File: config.mk
export PLATFORM = sky130hd
export DESIGN_NAME = qic117_step_counter
export DESIGN_NICKNAME = d
export VERILOG_FILES = /design/src/rtl/qic117_step_counter.sv
export SDC_FILE = /design/constraint.sdc
export NUM_CORES = 1
export LEC_CHECK = 0
export CORE_AREA = 2 2 75 84
export DETAILED_ROUTE_END_ITERATION = 16
export DIE_AREA = 0 0 77 86
export GPL_ROUTABILITY_DRIVEN = 0
export MAX_ROUTING_LAYER = met4
export PLACE_DENSITY_LB_ADDON = 0.12
export SYNTH_ARGS = -nofsm -noshare
export SYNTH_HDL_FRONTEND = slang
export SYNTH_SLANG_ARGS = --single-unit
export TNS_END_PERCENT = 100
File: constraint.sdc
create_clock -name clk -period 2.6 [get_ports clk]
set_clock_uncertainty 0.2 [all_clocks]
set_input_delay 0.78 -clock clk [delete_from_list [all_inputs] [get_ports clk]]
set_output_delay 0.78 -clock clk [all_outputs]
set_load 0.05 [all_outputs]
File: src/rtl/qic117_step_counter.sv
// QIC-117 STEP pulse counter: synchronizes the raw STEP pin, qualifies pulses
// by minimum asserted width, counts them and closes the command after a
// silence timeout with a one-cycle command_valid strobe.
//
// state | meaning
// ------+----------------------------------------------------------------
// IDLE  | no command open, waiting for the first qualified pulse
// COUNT | command open, counting pulses and timing the silence window
// EMIT  | one-cycle strobe presenting the closed command downstream
module qic117_step_counter #(
    parameter int TIMEOUT_CYCLES   = 20_000_000,
    parameter int MIN_WIDTH_CYCLES = 20,
    parameter bit STEP_ACTIVE_LOW  = 1'b1
) (
    input  logic       clk,
    input  logic       reset,
    input  logic       step_in,
    input  logic       enable,
    output logic [5:0] pulse_count,
    output logic       command_valid,
    output logic       overflow,
    output logic       busy,
    output logic [5:0] live_count
);

    localparam int TW = $clog2(TIMEOUT_CYCLES + 1);
    localparam int WW = $clog2(MIN_WIDTH_CYCLES + 1);
    localparam logic [TW-1:0] TIMEOUT_VAL = TW'(TIMEOUT_CYCLES);
    localparam logic [WW-1:0] MIN_WIDTH_VAL = WW'(MIN_WIDTH_CYCLES);
    // Synchronizer rest level is the deasserted level of the pin.
    localparam logic STEP_IDLE_LVL = STEP_ACTIVE_LOW;
    localparam logic [5:0] COUNT_MAX = 6'd63;

    typedef enum logic [1:0] {
        ST_IDLE  = 2'd0,
        ST_COUNT = 2'd1,
        ST_EMIT  = 2'd2
    } state_t;

    state_t state_q, state_d;

    logic sync1_q, sync1_d;
    logic sync2_q, sync2_d;
    logic prev_act_q, prev_act_d;
    logic [WW-1:0] width_q, width_d;
    logic [TW-1:0] timer_q, timer_d;
    logic [5:0] count_q, count_d;
    logic flag_q, flag_d;
    logic [5:0] pulse_count_q, pulse_count_d;
    logic ovf_out_q, ovf_out_d;

    logic step_act;
    logic qual;

    assign step_act = sync2_q ^ STEP_ACTIVE_LOW;

    // Trailing edge of a pulse that stayed asserted for at least the minimum width.
    assign qual = enable & prev_act_q & ~step_act & (width_q == MIN_WIDTH_VAL);

    // Input path: synchronizer, edge history and saturating width counter.
    always_comb begin
        sync1_d    = step_in;
        sync2_d    = sync1_q;
        prev_act_d = step_act;
        width_d    = width_q;
        if (!enable || !step_act) begin
            width_d = '0;
        end else if (width_q != MIN_WIDTH_VAL) begin
            width_d = width_q + WW'(1);
        end
    end

    // Next-state and command datapath; qualified pulses win over the timeout.
    always_comb begin
        state_d       = state_q;
        count_d       = count_q;
        flag_d        = flag_q;
        timer_d       = timer_q;
        pulse_count_d = pulse_count_q;
        ovf_out_d     = 1'b0;
        case (state_q)
            ST_COUNT: begin
                if (qual) begin
                    if (count_q == COUNT_MAX) begin
                        flag_d = 1'b1;
                    end else begin
                        count_d = count_q + 6'd1;
                    end
                    timer_d = '0;
                end else if (timer_q == TIMEOUT_VAL) begin
                    pulse_count_d = count_q;
                    ovf_out_d     = flag_q;
                    count_d       = '0;
                    flag_d        = 1'b0;
                    timer_d       = '0;
                    state_d       = ST_EMIT;
                end else if (!step_act) begin
                    timer_d = timer_q + TW'(1);
                end
            end
            default: begin
                // IDLE and EMIT both accept the first pulse of a new command.
                state_d = ST_IDLE;
                count_d = '0;
                flag_d  = 1'b0;
                timer_d = '0;
                if (qual) begin
                    count_d = 6'd1;
                    state_d = ST_COUNT;
                end
            end
        endcase
        if (!enable) begin
            state_d = ST_IDLE;
            count_d = '0;
            flag_d  = 1'b0;
            timer_d = '0;
        end
    end

    // Input path registers; the synchronizer rests at the deasserted level.
    always_ff @(posedge clk or posedge reset) begin
        if (reset) begin
            sync1_q    <= STEP_IDLE_LVL;
            sync2_q    <= STEP_IDLE_LVL;
            prev_act_q <= 1'b0;
            width_q    <= '0;
        end else begin
            sync1_q    <= sync1_d;
            sync2_q    <= sync2_d;
            prev_act_q <= prev_act_d;
            width_q    <= width_d;
        end
    end

    // FSM state and command registers.
    always_ff @(posedge clk or posedge reset) begin
        if (reset) begin
            state_q       <= ST_IDLE;
            count_q       <= '0;
            flag_q        <= 1'b0;
            timer_q       <= '0;
            pulse_count_q <= '0;
            ovf_out_q     <= 1'b0;
        end else begin
            state_q       <= state_d;
            count_q       <= count_d;
            flag_q        <= flag_d;
            timer_q       <= timer_d;
            pulse_count_q <= pulse_count_d;
            ovf_out_q     <= ovf_out_d;
        end
    end

    assign pulse_count   = pulse_count_q;
    assign command_valid = (state_q == ST_EMIT);
    assign overflow      = command_valid & ovf_out_q;
    assign busy          = (state_q == ST_COUNT);
    assign live_count    = count_q;

endmodule

### Word-level counts from Yosys, hierarchy flattened

Cells that the tools add are included.

* logic and storage cells: 64
* flip-flop bits (word level): 49

* bitwise operators: 6
* reductions and logical operators: 7
* mux-type cells: 26
* $add $sub $neg: 3
* equal/unequal tests: 12

Operator list (count)
* $mux 25: 5
* $mux 6: 5
* $add 25x1->25 const B: 1
* $eq 25x25->1 const B: 1
* $mux 1: 10
* $mux 5: 2
* $mux 2: 4
* $add 6x1->6 const B: 1
* $eq 6x6->1 const B: 1
* $reduce_and 2->1: 3
* $add 5x1->5 const B: 1
* $eq 5x5->1 const B: 1
* $ne 5x2->1 const B: 1
* $ne 5x5->1 const B: 1
* $and 1x1->1: 4
* $ne 4x2->1 const B: 1
* $ne 4x3->1 const B: 1
* $ne 4x4->1 const B: 1
* $ne 3x2->1 const B: 1
* $ne 3x3->1 const B: 1
* $reduce_and 3->1: 1
* $eq 2x1->1 const B: 1
* $eq 2x2->1 const B: 1
* $not 1->1: 2
* other kinds (3): 3

### Longest topological paths before layout

Gate-level depths: netlist of run 1.

* depth after elaboration: 6
* gate-level depth with buffers: 9
* mapped depth without buffers: 7

### Worst setup path before layout of run 1

Ideal clock, no wire load.

* kind: register to register
* start: reg timer_q[15]
* end: reg timer_q[7]
* data arrival time: 2.404 ns
* setup slack: -0.082 ns
* setup time: 0.078 ns
* data required time: 2.322 ns
* buffers on the path: 1
* stages on the path, launching flop included: 7
* period minus slack after synthesis: 2.682 ns
* cell sequence: dfrtp_1 or4b_1 or4_4 o2111a_2 buf_6 or4_1 a21oi_1

* longest elaborated chain between the ends: 5

Ends and longest elaborated chain
* start: declaration: line 46 `logic [TW-1:0] timer_q, timer_d;`
* start signal: assignment: line 149 `timer_q <= timer_d;`
* $eq 25x25->1 (*): line 90 `end else if (timer_q == TIMEOUT_VAL) begin`
* $mux 25: line 90
* $mux 25: line 83 `if (qual) begin`
* $mux 25: line 81 `case (state_q)`
* $mux 25: line 113 `if (!enable) begin`

Every way passes the cells marked *; elsewhere a longest branch is shown, timed or not.
A chain may end at the register's enable or synchronous reset.

### Worst setup path after layout of run 1

* start: reg timer_q[15]
* end: reg timer_q[20]

* longest elaborated chain between the ends: 6

Ends and longest elaborated chain
* $add 25x1->25: line 98 `timer_d = timer_q + TW'(1);`
* $mux 25: line 97 `end else if (!step_act) begin`
* $mux 25: line 90
* $mux 25: line 83
* $mux 25: line 81
* $mux 25: line 113

Parallel ways exist; a longest one is shown, timed or not. The select of a mux whose other input is x is not followed.

==> results of run 1 <==
-- Yosys cell counts (8+ instances only) --
library cell,n
or4_1,9
clkbuf_1,8
nor2_1,14
inv_1,16
dfrtp_1,47
nand4_1,9
or3_1,10
a21oi_1,25
o21ai_0,13
nand2_1,22
nand3_1,11
o31ai_1,10
-- stage by stage --
| stage | instances | setup TNS, ns |
|---|---|---|
| after floorplan | 262 | -0.789 |
| after global placement | 376 | -1.21 |
| after detailed placement | 376 | -1.96 |
| after CTS | 389 | -0.0647 |
| after global routing | 390 | -1.08 |
| final | 390 | -0.0887 |
-- worst paths after layout --
| path | slack (ns) | depth (start not counted) | endpoint |
|---|---|---|---|
| max reg2reg | -0.03 | 5 | timer_q[20] |
| min reg2reg | 0.16 | 0 | sync2_q |
| min | 0.16 | 0 | sync2_q |
| max in group asynchronous | 1.28 | 3 | sync1_q |
| min in group asynchronous | 0.62 | 3 | timer_q[3] |
| max | -0.03 | 5 | timer_q[20] |
-- final cells by class --
class                           instances  area, sq um
Fill cell                             503         2370
Clock buffer                            6         82.6
Sequential cell                        49         1230
Clock inverter                          2         37.5
Timing Repair Buffer                   50          460
Tap cell                               77         96.3
Multi-Input combinational cell        190         1390
Inverter                               16         60.1
-- flip-flops by register name, indices dropped and copies added (netlist names) --
name and cells:
flag_q 1, live_count 6, ovf_out_q 1, prev_act_q 1, pulse_count 6, state_q 2
sync1_q 1, sync2_q 1, timer_q 25, width_q 5
-- critical path: stages (launching register included) --
cell	delay [ns]
dfrtp_1	0.38
or4b_1	0.51
or4_4	0.46
o2111a_2	0.33
or4b_1	0.54
a21oi_1	0.14
-- metal layers --
layer  vias to the layer above  GRT usage, %
met3                         8          4.21
met4                         0          6.01
met5                         -             -
met1                      1119          27.4
li1                       1081             -
met2                        50          29.7
-- timing repair --
item	CTS	global route
endpoints found under the hold margin	0	0
gates cloned	2	0
setup endpoints to repair	21	33
pin swaps	4	24
buffers inserted	3	1
resized for setup	8	41
-- cells by family after synthesis --
group                    share of synthesized area, %
multiplexers                                     3.46
buffers and inverters                            4.01
AO/OA/AOI/OAI                                    16.0
AND/OR/NAND/NOR                                  24.1
XOR/XNOR                                         1.39
adder cells (fa/ha/maj)                          2.47
flip-flops                                       48.6
-- report_power, final --
part	switching, W	leakage (nW)	internal [W]	total, W
combinational	0.0000234	0.601	0.0000106	0.0000340
sequential	0.00000345	0.675	0.000767	0.000770
clock	0.000272	0.0574	0.000313	0.000585
total	0.000299	1.33	0.00109	0.00139
==> metrics.md, run 1 <==
| Metric | Value |
|---|---|
| Chip height | `between 80 and 90 um` |
| Final design utilization | `58.6%` |
| Synth Net Count | `271` |
| Hold_sp | `sync1_q` |
| DR top layer | `met4` |
| Antenna violations before repair | `0` |
| Failing checks | `negative setup slack` |
| Fin crit period | `2.63 ns` |
| Worst EP required | `about 2.6 ns` |
| Grt ovf | `0` |
| Routed wl met2 | `2.92 mm` |
| Final Instance Area | `3360 sq um` |
| Slew HR | `62.0%` |
| Crit. End Element | `register` |
| Synth Register Bits | `49` |
| Syn Inst Count | `between 200 and 300` |
| Metal3 WL | `between 200 and 300 um` |
| Static Leak | `approximately 1.3 nW` |
| Syn_area_per_cell | `9.65 sq um` |
| RSZ-0062 raised after global routing | `yes` |
| P per Cell Area | `414 nW/um^2` |
| Final nets | `321` |
| Max IR drop VDD | `287 uV` |
| Final hold violations | `0` |
| Status | `finished with violations` |
| Die area | `6620 sq um` |
| Chip Width | `77 um` |
| Max-Cap Viols | `0` |
| Tightest Pin Transition | `around 0.57 ns` |
| R2R Path Start | `timer_q[15]` |
| Worst setup startpoint | `timer_q[15]` |
| Setup Crit Path Kind | `reg -> reg` |
| Vias per cell | `about 5.8` |
| Iter 0 DRT Violations | `around 110` |
| Yosys top cell area share | `46.5%` |
| Post-synthesis sequential area ratio | `between 40% and 50%` |
| Number of synthesized flops with an enable pin | `0` |
| Routed wire length | `6.15 mm` |
| DRT antenna net count | `0` |
| Ports | `19` |
| Post-synth ARST share | `100%` |
| Final worst-path setup slack | `-0.0256 ns` |
| CTS clock-pin slew for the worst setup and hold paths | `around 0.090 ns` |
| Worst endpoint data arrival time | `2.67 ns` |
| Total power | `0.00139 W` |
| CTS tree | `done` |
| GRT Resource Usage Total | `19.9%` |
| Period utilisation layout | `101%` |
| First-pass GRT wire length | `around 10 mm` |
| Largest net degree at the start of global routing | `50` |
| Wirelength per Cell | `15.8 um` |
| Core Area | `5730 sq um` |
| Synth warn | `0` |
| TritonCTS Buffers | `5` |
| Clock sink total | `49` |
| Slew Limit Fails | `0` |
| Placed Area | `between 2000 and 3000 sq um` |
| Cell area after synthesis | `roughly 2500 sq um` |
| TritonRoute pass-1 iters | `4` |
| Clock Latency Late Sink | `around 0.32 ns` |
| Via count | `2258` |
| CTS Hold Bufs | `0` |
| Initial Utilization | `44.1%` |
| Dpl hpwl | `3.95 mm` |
| Largest area contributor in the netlist | `dfrtp_1` |
| Hold slack | `0.161 ns` |
| Port bufs | `18` |
| Commonest non-fill, non-tap cells in the layout | `dfrtp_1 (47), buf_4 (29), nand2_1 (21)` |
| WL met1 | `2.88 mm` |
| CTS H-Tree Depth | `2` |
| Commonest non-fill, non-tap cell in the layout | `dfrtp_1` |
| Synthesis-to-layout area growth | `32.8%` |
| N_diodes | `0` |
| Leading register cell type out of synthesis | `dfrtp_1` |
| CTS root buf | `clkbuf_8` |
| Layout cells sized above 1 | `30.4%` |
| # DRC | `0` |
| Vias in the first global route | `2100` |
| Clock Tree Buf Depth | `2` |
| Cell row count | `29` |
| Fmax | `about 0.38 GHz` |
| Post-synth cell types | `46` |
| Final setup violation count | `6` |
| Min-Delay Path Class | `reg -> reg` |
| Startpoint types | `register` |
| Setup Slack @ Placement | `-0.121 ns` |
| Leading post-synthesis cells by cell area | `dfrtp_1 (47%), a21oi_1 (4.9%), nand2_1 (3.3%), o31ai_1 (3.0%), or4_1 (2.7%)` |
| CP Max Fanout | `6` |
No activity file was read; power rests on OpenSTA's default activity.
==> run 2, diff against run 1 <==
--- a/config.mk
+++ b/config.mk
@@ -10,7 +10,8 @@
 export DIE_AREA = 0 0 77 86
 export GPL_ROUTABILITY_DRIVEN = 0
 export MAX_ROUTING_LAYER = met4
-export PLACE_DENSITY_LB_ADDON = 0.12
+export PLACE_DENSITY = 0.65
+export RECOVER_POWER = 100
 export SYNTH_ARGS = -nofsm -noshare
 export SYNTH_HDL_FRONTEND = slang
 export SYNTH_SLANG_ARGS = --single-unit
==> metrics.md, run 2 (same netlist as run 1, synthesis figures left out) <==
| Metric | Value |
|---|---|
| Status | `finished with violations` |
| Failing checks | `negative setup slack` |
| RSZ-0062 raised after global routing | `yes` |
| Fin crit period | `2.70 ns (+0.0735 ns)` |
| Hold slack | `0.166 ns (+0.00564 ns)` |
| Net Sw Power | `0.000299 W (about the same)` |
| Hold path depth | `0 (unchanged)` |
| GRT Resource Usage Total | `19.2% (-0.72 points)` |
| Chip height | `86 um (unchanged)` |
| Slew Limit Fails | `0 (unchanged)` |
| Worst endpoint data arrival time | `2.75 ns (+0.08 ns)` |
| Final hold violations | `0 (unchanged)` |
| Iter 0 DRT Violations | `152 (+45%)` |
| Min-Delay Path Class | `reg -> reg` |
| Clock sink total | `49 (unchanged)` |
| Max reg flops | `25 (unchanged)` |
| Die area | `6620 sq um (unchanged)` |
| Synthesis-to-layout area growth | `27.2%` |
| Initial Utilization | `44.1% (unchanged)` |
| DRT antenna net count | `0 (unchanged)` |
| Final setup violation count | `23 (+17)` |
| Crit path capture | `timer_q[20]` |
| TritonCTS Buffers | `5 (unchanged)` |
| Core Area | `5730 sq um (unchanged)` |
| Clock Tree Buf Depth | `2 (unchanged)` |
| Antenna violations before repair | `0 (unchanged)` |
| Commonest non-fill, non-tap cells in the layout | `dfrtp_1 (47), buf_4 (25), nand2_1 (21)` |
| Comb pwr share | `2.1% (-0.3 points)` |
| Max-Cap Viols | `0 (unchanged)` |
| Via count | `2298 (+1.8%)` |
| CTS clock-pin slew for the worst setup and hold paths | `0.10 ns (about the same)` |
| Register with the highest flop count | `timer_q` |
| P per Cell Area | `423 nW/um^2 (+2.2%)` |
| Reg2reg path depth | `5 (unchanged)` |
| Net Sw Frac | `22.0% (+0.47 points)` |
| Static Leak | `1.29 nW (-2.9%)` |
| Period utilisation layout | `104% (+2.8 points)` |
| Vias per cell | `5.85 (+0.99%)` |
| RR Endpoint | `timer_q[20]` |
| Setup Crit Path Kind | `reg -> reg` |
| Ports | `19 (unchanged)` |
| Internal power | `0.00106 W (-2.7%)` |
| Cell row count | `29 (unchanged)` |
| Total power | `0.00136 W (-2.1%)` |
| Final nets | `324 (+0.93%)` |
| Worst EP required | `2.65 ns (about the same)` |
| N_diodes | `0 (unchanged)` |
| Dpl hpwl | `4.12 mm (+4.3%)` |
| CTS tree | `done` |
| Final worst-path setup slack | `-0.0991 ns (-0.0735 ns)` |
| Crit. End Element | `register` |
| # DRC | `0 (unchanged)` |
| Clock Latency Late Sink | `0.32 ns (about the same)` |
| Fmax | `0.370 GHz (-2.7%)` |
| CP Max Fanout | `7 (+1)` |
| First-pass GRT wire length | `10.0 mm (-2.0%)` |
| Slew HR | `57.3% (-4.7 points)` |
| Routed wire length | `6.15 mm (about the same)` |
| Max IR drop VDD | `251 uV (-13%)` |
| Reg-to-reg slack, setup | `-0.1 ns (-0.07 ns)` |
| Worst setup startpoint | `timer_q[15]` |
| CTS H-Tree Depth | `2 (unchanged)` |
| Tightest Pin Transition | `0.640 ns (+0.0711 ns)` |
| Commonest non-fill, non-tap cell in the layout | `dfrtp_1` |
| CTS root buf | `clkbuf_8` |
| Grt ovf | `0 (unchanged)` |
| Final design utilization | `56.1% (-2.5 points)` |
| Port bufs | `18 (unchanged)` |
| R2R Path Start | `timer_q[15]` |
| Vias in the first global route | `2147 (+2.2%)` |
| Largest net degree at the start of global routing | `23 (-54%)` |
| Layout cells sized above 1 | `22.2% (-8.2 points)` |
| TritonRoute pass-1 iters | `4 (unchanged)` |
| Clock share of power | `41.3% (-0.8 points)` |
| Chip Width | `77 um (unchanged)` |
| Startpoint types | `register` |
| Seq pwr share | `56.6% (+1.2 points)` |
| Wirelength per Cell | `15.6 um (-0.70%)` |
[run 2: cell types whose count changed in the layout (fill, tap and decap cells not counted), moves of 3 or more]
cell             change
a21oi_2              -7
clkdlybuf4s50_1      -7
clkbuf_1             +8
dlygate4sd3_1        +7
o31ai_2              -3
a21oi_1              +7
or3_4                -6
buf_4                -4
or3_1                +6
o31ai_1              +3
[run 2: layer usage]
metal  wire length (um)  GRT usage (%)  part of all wire, %  vias up
li1                   -              -                    -     1092
met1               2770           25.5                   45     1155
met2               3090           30.2                   50       43
met3                231           3.79                  3.8        8
met4                 59           5.03                 0.96        0
met5                  0              -                    0        -
[run 2: worst min-delay path by stage]
stage,end,startpoint
after floorplan,sync2_q,sync1_q
after global placement,sync2_q,sync1_q
after detailed placement,sync2_q,sync1_q
after CTS,sync2_q,sync1_q
after global routing,sync2_q,sync1_q
final,sync2_q,sync1_q
[run 2: stage by stage]
step | cells | setup slack, ns | TNS (ns) | instance area, sq um
after floorplan | 262 | -0.0823 | -0.789 | 2530
after global placement | 376 | -0.132 | -2.52 | 2990
after detailed placement | 376 | -0.149 | -3.50 | 2990
after CTS | 391 | -0.0971 | -1.23 | 3180
after global routing | 393 | -0.170 | -3.36 | 3220
final | 393 | -0.0991 | -1.22 | 3220
[run 2: worst max-delay path, cell delays in order (launching register included)]
cell      delay (ns)
dfrtp_1         0.39
or4b_1          0.52
or4_4           0.47
o2111a_2        0.35
or4b_4          0.55
a21oi_2         0.14
[run 2: layout make-up]
class | count | area, sq um
multi-input cells | 190 | 1300
repair buffers | 53 | 415
inverters | 16 | 60.1
clock buffers | 5 | 68.8
flip-flops and latches | 49 | 1230
clock inverters | 3 | 46.3
fillers | 532 | 2520
well taps | 77 | 96.3
[run 2: power by group through the flow]
stage	Clock, W	Sequential [W]	Combinational, W
3_5_place_dp	0	0.000785	0.0000355
3_3_place_gp	0	0.000785	0.0000348
4_1_cts	0.000573	0.000770	0.0000369
6_report	0.000561	0.000770	0.0000289
2_1_floorplan	0	0.000784	0.0000168
5_1_grt	0.000607	0.000770	0.0000349
[run 2: what timing repair did]
item | CTS | global route
gates resized for setup | 6 | 24
pin swaps | 8 | 7
setup buffers | 5 | 2
cloned | 2 | 0
hold buffers | 0 | 0
endpoints found under the setup margin | 29 | 36
==> run 3, diff against run 2 <==
--- a/config.mk
+++ b/config.mk
@@ -10,7 +10,6 @@
 export DIE_AREA = 0 0 77 86
 export GPL_ROUTABILITY_DRIVEN = 0
 export MAX_ROUTING_LAYER = met4
-export PLACE_DENSITY = 0.65
 export RECOVER_POWER = 100
 export SYNTH_ARGS = -nofsm -noshare
 export SYNTH_HDL_FRONTEND = slang
==> constraint.sdc (replaced) <==
create_clock -name clk -period 2.9 [get_ports clk]
set_clock_uncertainty 0.2 [all_clocks]
set_input_delay 0.87 -clock clk [delete_from_list [all_inputs] [get_ports clk]]
set_output_delay 0.87 -clock clk [all_outputs]
set_load 0.05 [all_outputs]
==> metrics.md, run 3 (same netlist as run 1, synthesis figures left out) <==
| Metric | Value |
|---|---|
| Startpoint types | `register` |
| Final worst-path setup slack | `0.101 ns (+0.200 ns)` |
| Worst setup startpoint | `timer_q[15]` |
| GRT Resource Usage Total | `17.7% (-1.4 points)` |
| Clock sink total | `49 (unchanged)` |
| Tightest Pin Transition | `0.802 ns (+0.162 ns)` |
| Reg2reg path depth | `5 (unchanged)` |
| N_diodes | `0 (unchanged)` |
| CP Max Fanout | `20 (+13)` |
| Port bufs | `18 (unchanged)` |
| Cell row count | `29 (unchanged)` |
| Post CTS Setup Buffer Count | `0 (-5)` |
| Grt ovf | `0 (unchanged)` |
| P per Cell Area | `409 nW/um^2 (-3.3%)` |
| Slew Limit Fails | `0 (unchanged)` |
| Dpl hpwl | `3.74 mm (-9.3%)` |
| Final hold violations | `0 (unchanged)` |
| Status | `finished clean` |
| Worst endpoint data arrival time | `2.84 ns (+0.09 ns)` |
| R2R Path Start | `timer_q[15]` |
| Wirelength per Cell | `15.6 um (-0.61%)` |
| Clock Tree Buf Depth | `2 (unchanged)` |
| Min-Delay Path Class | `reg -> reg` |
| Iter 0 DRT Violations | `209 (+38%)` |
| Fmax | `0.357 GHz (-3.6%)` |
| Chip Width | `77 um (unchanged)` |
| Slew HR | `46.6% (-11 points)` |
| Commonest non-fill, non-tap cells in the layout | `dfrtp_1 (47), a21oi_1 (25), nand2_1 (22)` |
| Synthesis-to-layout area growth | `18.9%` |
| Largest net degree at the start of global routing | `42 (+83%)` |
| Final nets | `307 (-5.2%)` |
| First-pass GRT wire length | `8.96 mm (-11%)` |
| Routed wire length | `5.85 mm (-4.9%)` |
| # DRC | `0 (unchanged)` |
| CTS H-Tree Depth | `2 (unchanged)` |
| Crit. End Element | `register` |
| Die area | `6620 sq um (unchanged)` |
| Static Leak | `1.24 nW (-4.6%)` |
| Max-Cap Viols | `0 (unchanged)` |
| Final design utilization | `52.4% (-3.7 points)` |
| Vias per cell | `5.69 (-2.7%)` |
| Max reg flops | `25 (unchanged)` |
| Ports | `19 (unchanged)` |
| Antenna violations before repair | `0 (unchanged)` |
| CTS root buf | `clkbuf_8` |
| Commonest non-fill, non-tap cell in the layout | `dfrtp_1` |
| Worst EP required | `2.94 ns (+0.29 ns)` |
| Register with the highest flop count | `timer_q` |
| DP Cell Count | `366 (-2.7%)` |
| Setup_tns | `0 ns (+1.22 ns)` |
| RSZ-0062 raised after global routing | `no` |
| Layout Cells excl Fill | `376 (-4.3%)` |
| CTS tree | `done` |
| Setup Crit Path Kind | `reg -> reg` |
| Hold slack | `0.173 ns (+0.00626 ns)` |
| Fin crit period | `2.80 ns (+0.0999 ns)` |
| Hold path depth | `0 (unchanged)` |
| Final setup violation count | `0 (-100%)` |
| CTS clock-pin slew for the worst setup and hold paths | `0.09 ns (about the same)` |
| Chip height | `86 um (unchanged)` |
| Vias in the first global route | `1816 (-15%)` |
| DRT antenna net count | `0 (unchanged)` |
| TritonCTS Buffers | `5 (unchanged)` |
| Period utilisation layout | `96.5% (-7.3 points)` |
| Layout cells sized above 1 | `11.0% (-11 points)` |
| Max IR drop VDD | `287 uV (+14%)` |
| Via count | `2140 (-6.9%)` |
| Clock Latency Late Sink | `0.31 ns (about the same)` |
| Core Area | `5730 sq um (unchanged)` |
| Setup Slack @ Placement | `0.0232 ns (+0.172 ns)` |
| Hold_sp | `sync1_q` |
| Initial Utilization | `44.1% (unchanged)` |
| TritonRoute pass-1 iters | `4 (unchanged)` |
-- run 3: cell count changes in the layout (fill, tap and decap cells not counted), sizes merged --
cell | previous run | this run
buf | 31 | 11
dlygate4sd3 | 7 | 16
clkdlybuf4s50 | 4 | 0
clkinv | 1 | 0
clkinvlp | 1 | 0
-- run 3: area by class of cell --
| class | count | area, sq um |
|---|---|---|
| Clock buffer | 7 | 86.3 |
| Clock inverter | 1 | 30.0 |
| Fill cell | 566 | 2730 |
| Inverter | 16 | 60.1 |
| Multi-Input combinational cell | 190 | 1210 |
| Sequential cell | 49 | 1230 |
| Tap cell | 77 | 96.3 |
| Timing Repair Buffer | 36 | 289 |
-- run 3: path summary, 6_finish.rpt --
kind                       slack, ns             to
setup / recovery                0.10    timer_q[14]
hold / removal                  0.17        sync2_q
setup reg to reg                0.10    timer_q[14]
hold reg to reg                 0.17        sync2_q
max in group asynchronous       0.39    timer_q[11]
min in group asynchronous       0.89  live_count[5]
-- run 3: layer usage --
layer	track usage (%)	vias to the layer above	share of wire (%)
li1	-	1064	-
met1	24.6	1032	48
met2	25.6	38	46
met3	4.11	6	4.7
met4	6.17	0	1.3
met5	-	-	0
-- run 3: repair_timing --
item,CTS,global route
resized for setup,0,1
setup endpoints to repair,0,12
hold buffers,0,0
-- run 3: stage by stage --
stage          instance area [sq um]  power (W)
4_1_cts                         3030    0.00125
5_1_grt                         3010    0.00128
3_5_place_dp                    2910   0.000735
6_report                        3010    0.00123
3_3_place_gp                    2910   0.000734
2_1_floorplan                   2530   0.000718
-- run 3: report_power, final --
| group | total (W) | internal, W | switching (W) |
|---|---|---|---|
| registers | 0.000690 | 0.000687 | 0.00000319 |
| clock network | 0.000513 | 0.000281 | 0.000231 |
| logic | 0.0000266 | 0.00000639 | 0.0000202 |
| total | 0.00123 | 0.000975 | 0.000255 |
-- run 3: worst max-delay path, stage by stage (launching register included) --
cell and delay, ns:
dfrtp_1 0.39, or4b_1 0.54, or4_4 0.47, o2111a_1 0.53, or3_1 0.46, a21oi_1 0.14
